### src/rtl/spart_pkg.sv
// Shared types and constants for the mini SPART.
// Used by the receiver, transmitter and baud generator.
package spart_pkg;

  localparam int SPART_OVERSAMPLE = 16;
  localparam int SPART_MID_TICK   = 7;
  localparam int SPART_BAUD_W     = 16;

  typedef enum logic [1:0] {
    IDLE,
    START,
    DATA,
    STOP
  } rx_state_t;

  typedef enum logic [1:0] {
    TX_IDLE,
    TX_START,
    TX_DATA,
    TX_STOP
  } tx_state_t;

endpackage

### src/rtl/spart_rx_sync2.sv
// Two-flop synchronizer for asynchronous inputs.
// The reset value is a parameter so an idle-high line resets to 1.
module sync2 #(
  parameter logic RST_VAL = 1'b0
) (
  input  logic clk,
  input  logic rst,
  input  logic d,
  output logic q
);

  logic s1_q;
  logic s2_q;

  always_ff @(posedge clk) begin
    if (!rst) begin
      s1_q <= RST_VAL;
      s2_q <= RST_VAL;
    end else begin
      s1_q <= d;
      s2_q <= s1_q;
    end
  end

  assign q = s2_q;

endmodule

### src/rtl/spart_rx.sv
// mini SPART receiver: 8N1 frames from rxd,
// timed by the oversample tick en.
module spart_rx
  import spart_pkg::*;
#(
  parameter int DATA_BITS  = 8,
  parameter int OVERSAMPLE = SPART_OVERSAMPLE
) (
  input  logic                 clk,
  input  logic                 rst,
  input  logic                 en,
  input  logic                 rxd,
  input  logic                 rd_clr,
  output logic [DATA_BITS-1:0] rx_data,
  output logic                 rda,
  output logic                 frame_err,
  output logic                 overrun
);

  localparam int TW = $clog2(OVERSAMPLE);
  localparam int BW =
    (DATA_BITS > 1) ? $clog2(DATA_BITS) : 1;

  localparam logic [TW-1:0] MID_T =
    TW'(OVERSAMPLE / 2 - 1);
  localparam logic [TW-1:0] TMAX =
    TW'(OVERSAMPLE - 1);
  localparam logic [BW-1:0] BMAX =
    BW'(DATA_BITS - 1);

  logic rxd_s;

  rx_state_t state_q, state_d;

  logic [TW-1:0]        tick_q, tick_d;
  logic [BW-1:0]        bit_q, bit_d;
  logic [DATA_BITS-1:0] shift_q, shift_d;
  logic [DATA_BITS-1:0] data_q, data_d;
  logic                 rda_q, rda_d;
  logic                 fe_q, fe_d;
  logic                 ovr_q, ovr_d;

  logic at_mid;
  logic at_wrap;
  logic last_bit;
  logic sample;
  logic done;

  sync2 #(
    .RST_VAL(1'b1)
  ) u_sync (
    .clk(clk),
    .rst(rst),
    .d  (rxd),
    .q  (rxd_s)
  );

  assign at_mid   = (tick_q == MID_T);
  assign at_wrap  = (tick_q == TMAX);
  assign last_bit = (bit_q == BMAX);

  always_ff @(posedge clk) begin
    if (!rst) begin
      state_q <= IDLE;
      tick_q  <= '0;
      bit_q   <= '0;
      shift_q <= '0;
      data_q  <= '0;
      rda_q   <= 1'b0;
      fe_q    <= 1'b0;
      ovr_q   <= 1'b0;
    end else begin
      state_q <= state_d;
      tick_q  <= tick_d;
      bit_q   <= bit_d;
      shift_q <= shift_d;
      data_q  <= data_d;
      rda_q   <= rda_d;
      fe_q    <= fe_d;
      ovr_q   <= ovr_d;
    end
  end

  always_comb begin
    state_d = state_q;
    if (en) begin
      unique case (state_q)
        IDLE:
          if (!rxd_s) state_d = START;
        START:
          if (at_mid)
            state_d = rxd_s ? IDLE : DATA;
        DATA:
          if (at_wrap && last_bit)
            state_d = STOP;
        STOP:
          if (at_wrap) state_d = IDLE;
        default:
          state_d = IDLE;
      endcase
    end
  end

  always_comb begin
    sample  = en && (state_q == DATA) && at_wrap;
    done    = en && (state_q == STOP) && at_wrap;
    tick_d  = tick_q;
    bit_d   = bit_q;
    shift_d = shift_q;
    if (en) begin
      unique case (state_q)
        IDLE: begin
          tick_d = '0;
          bit_d  = '0;
        end
        START: begin
          tick_d = at_mid ? '0 : tick_q + 1'b1;
          bit_d  = '0;
        end
        // tick_cnt wraps naturally: OVERSAMPLE is 2^TW
        DATA:    tick_d = tick_q + 1'b1;
        STOP:    tick_d = tick_q + 1'b1;
        default: tick_d = '0;
      endcase
    end
    if (sample) begin
      bit_d   = bit_q + 1'b1;
      shift_d = {rxd_s, shift_q[DATA_BITS-1:1]};
    end
  end

  always_comb begin
    data_d = data_q;
    rda_d  = rda_q;
    fe_d   = fe_q;
    ovr_d  = ovr_q;
    // completion takes priority over a same-cycle rd_clr
    if (done) begin
      data_d = shift_q;
      rda_d  = 1'b1;
      fe_d   = ~rxd_s;
      ovr_d  = rda_q & ~rd_clr;
    end else if (rd_clr) begin
      rda_d  = 1'b0;
      ovr_d  = 1'b0;
    end
  end

  assign rx_data   = data_q;
  assign rda       = rda_q;
  assign frame_err = fe_q;
  assign overrun   = ovr_q;

endmodule

### config.mk
export PLATFORM = sky130hd
export DESIGN_NAME = spart_rx
export DESIGN_NICKNAME = d
export VERILOG_FILES = /design/src/rtl/spart_pkg.sv /design/src/rtl/spart_rx_sync2.sv /design/src/rtl/spart_rx.sv
export SDC_FILE = /design/constraint.sdc
export NUM_CORES = 1
export LEC_CHECK = 0
export BUFFER_PORTS_ARGS = -buffer_cell sky130_fd_sc_hd__buf_2
export CELL_PAD_IN_SITES_DETAIL_PLACEMENT = 0
export CELL_PAD_IN_SITES_GLOBAL_PLACEMENT = 1
export CORE_MARGIN = 5
export CORE_UTILIZATION = 46
export DETAILED_ROUTE_END_ITERATION = 8
export GPL_ROUTABILITY_DRIVEN = 0
export PLACE_DENSITY_LB_ADDON = 0.05
export SETUP_SLACK_MARGIN = 0.2
export SYNTH_ARGS = -nofsm -noshare
export SYNTH_HDL_FRONTEND = slang
export SYNTH_SLANG_ARGS = --single-unit
export TNS_END_PERCENT = 1
### constraint.sdc
create_clock -name clk -period 2.2 [get_ports clk]
set_clock_uncertainty 0.2 [all_clocks]
set_input_delay 0 -clock clk [delete_from_list [all_inputs] [get_ports clk]]
set_output_delay 0 -clock clk [all_outputs]
set_load 0.005 [all_outputs]
==> flow_summary.json <==
{
  "syn_nets": 132,
  "slew_headroom_pct": 57.49,
  "cp_max_fo": 38,
  "rsz0062_at_grt": "false",
  "comb_power_share_pct": 3.6,
  "cp-end-kind": "flip-flop",
  "min_period_ns": 1.712,
  "cts_root_buf": "clkbuf_4",
  "yosys_warnings": 0,
  "synth_top_area_share_pct": 47.38,
  "drive_gt1_share_pct": 19.31,
  "dp_slack_ns": 0.6550,
  "dr.first_iter.drc_count": 52,
  "arrival_ns": 1.71,
  "cts_setup_buffers": 0,
  "synth.cell_area_um2": 1267,
  "utilization_pct": 53.14,
  "drv_cap": 0,
  "r2r_start": "tick_q[0]$_SDFFE_PN0P_",
  "hpwlAfterDp_mm": 1.487,
  "worst_pin_slew_ns": 0.6376,
  "fillers": 264,
  "synth_largest_area_cell": "dfxtp_1",
  "grt_max_degree": 39,
  "critPathLaunch": "rst",
  "dieArea_um2": 3905,
  "area_growth_pct": 12.64,
  "cts-resized-gates": 0,
  "final_cell_area_um2": 1428,
  "ios": 16,
  "placed_area_um2": 1318,
  "total_leakage_power_nw": 0.5421,
  "ys_seq_elements": 30,
  "finalSetupViolCount": 0,
  "synth_seq_area_share_pct": 47.38,
  "finalPower_mw": 0.9089,
  "clkLatencyLatePin_ns": 0.31,
  "io_buffer_count": 15,
  "final_common_cell": "dfxtp_1",
  "stdcell_count": 176,
  "synthCells": 124,
  "num_vias": 907,
  "reg2reg_slack_ns": 0.64,
  "place_inst": 163,
  "timing.rr.end": "shift_q[3]$_SDFFE_PN0P_",
  "cts_buffer_depth": 2,
  "ant_nets": 0,
  "grt_pass1_vias": 878,
  "switchingPower_mw": 0.1943,
  "reg2reg_depth": 3,
  "fin_crit_sh_pct": 77.82,
  "hp-class": "flip-flop to flip-flop",
  "crit_end": "u_sync.s1_q$_SDFF_PN1_",
  "layout_common_cells": "dfxtp_1, mux2i_1, nand2_1",
  "slew_viol_final": 0,
  "cts.clk_slew.worst_paths_ns": 0.10,
  "synthTopCellsByArea": "dfxtp_1, mux2i_1, nand2_1, ha_1, nand2b_1",
  "wl_met2_mm": 1.093,
  "p_int_mw": 0.7146,
  "synth.avg_cell_area_um2": 10.22,
  "die_h_um": 62.49,
  "clock_power_share_pct": 36.1,
  "synth_cell_types": 30,
  "power_frac_seq_pct": 60.3,
  "start_util_pct": 47.18,
  "diodes": 0,
  "ir_drop_mv": 0.4716,
  "final_nets": 152,
  "avgRoutedWirePerCell_um": 12.77,
  "crit_path_start_kind": "input pin",
  "fp.dieW_um": 62.49,
  "outcome": "finished, final reports clean",
  "highest_layer": "met4",
  "critPathKind": "input pin to flip-flop",
  "rows": 19,
  "cts_num_sinks": 30,
  "wl_mm": 2.248,
  "powerDensity_nw_per_um2": 636.6,
  "numCtsBuffers": 5,
  "route.detailed.drc": 0,
  "hold_viol": 0,
  "grt_pass1_wl_mm": 3.877,
  "dr.pass1.iters": 4,
  "whs_ns": 0.2061,
  "cp_data_required_time_ns": 2.20,
  "wl_met1_mm": 1.076,
  "antenna_found_initial": 0,
  "grt-ovfl-total": 0,
  "grt_usage_pct": 12.24,
  "cts_tree": "built",
  "route.met3.wl_um": 59,
  "max_freq_ghz": 0.5841,
  "switching_share_pct": 21.37,
  "setup_ws_ns": 0.4880,
  "htreeDepth": 2,
  "viasPerCell": 5.153,
  "setup_tns_ns": 0,
  "coreArea_um2": 2686
}
==> how the worst min path moves through the flow <==
stage,start,to,cells after the start
4_1_cts,u_sync.s1_q$_SDFF_PN1_,u_sync.q$_SDFF_PN1_,1
2_1_floorplan,rxd,u_sync.s1_q$_SDFF_PN1_,1
5_1_grt,u_sync.s1_q$_SDFF_PN1_,u_sync.q$_SDFF_PN1_,1
3_3_place_gp,rxd,u_sync.s1_q$_SDFF_PN1_,2
6_report,u_sync.s1_q$_SDFF_PN1_,u_sync.q$_SDFF_PN1_,1
3_5_place_dp,rxd,u_sync.s1_q$_SDFF_PN1_,2
==> kinds of logic (layout without fill, tap and decap cells) <==
| group | Yosys count | after routing | share of synthesized area [%] |
|---|---|---|---|
| AO/OA/AOI/OAI | 14 | 14 | 7.108 |
| buffers and inverters | 9 | 30 | 5.627 |
| adder cells (fa/ha/maj) | 3 | 3 | 2.962 |
| AND/OR/NAND/NOR | 46 | 46 | 19.65 |
| XOR/XNOR | 1 | 1 | 0.6911 |
| multiplexers | 21 | 21 | 16.58 |
| flip-flops | 30 | 30 | 47.38 |
==> power groups by stage <==
stage | registers [mW] | clock network (mW) | logic [mW]
after detailed placement | 0.560 | 0 | 0.0265
final | 0.548 | 0.328 | 0.0330
after floorplan | 0.559 | 0 | 0.0220
after global routing | 0.548 | 0.374 | 0.0369
after global placement | 0.560 | 0 | 0.0260
after CTS | 0.548 | 0.345 | 0.0333
==> area by class of cell <==
cell class,count,area (um2),area share [%]
clock inverter,1,5.005,0.3506
sequential,30,600.6,42.07
timing repair buffer,20,125.1,8.764
tap,31,38.79,2.717
inverter,2,7.507,0.5259
clock buffer,7,55.05,3.856
multi-input combinational,85,595.6,41.72
==> flip-flops by register name (all words and copies together), names as in the netlist, named ones only <==
name	cells
bit_q	3
rda	1
overrun	1
tick_q	4
u_sync.q	1
shift_q	8
u_sync.s1_q	1
state_q	1
rx_data	8
frame_err	1
==> layer usage <==
layer  vias to the layer above  GRT usage (%)
met4                         0          5.570
met5                         -              0
met3                         2          5.036
li1                        472              -
met2                         8          19.56
met1                       425          14.19
==> timing repair <==
| item | in CTS | in global routing |
|---|---|---|
| hold buffers | 5 | 0 |
| hold endpoints to repair | 9 | 0 |
| endpoints found under the setup margin | 0 | 0 |
==> worst max-delay path, cell delays in order <==
cell and delay, ns:
dlygate4sd3_1 0.52, buf_2 0.52, nand2b_1 0.10, dlygate4sd3_1 0.57
==> synth_stat cells <==
library cell	number
ha_1	3
nand2_1	21
nor2b_1	1
and4_4	1
mux2i_1	21
o21ai_0	6
buf_12	1
and4_1	1
buf_6	1
a211oi_1	1
inv_1	2
nand4b_1	1
clkbuf_1	2
o21a_1	1
and3_4	1
nor3_1	1
a31o_2	1
xor2_1	1
a21oi_1	3
and3b_4	1
nor2_1	2
buf_2	2
nand3_1	5
dfxtp_1	30
o21ba_2	1
o221a_2	1
nand2b_1	6
nand3b_1	4
nand4_1	1
buf_8	1
Power figures use the tool's default switching activity.
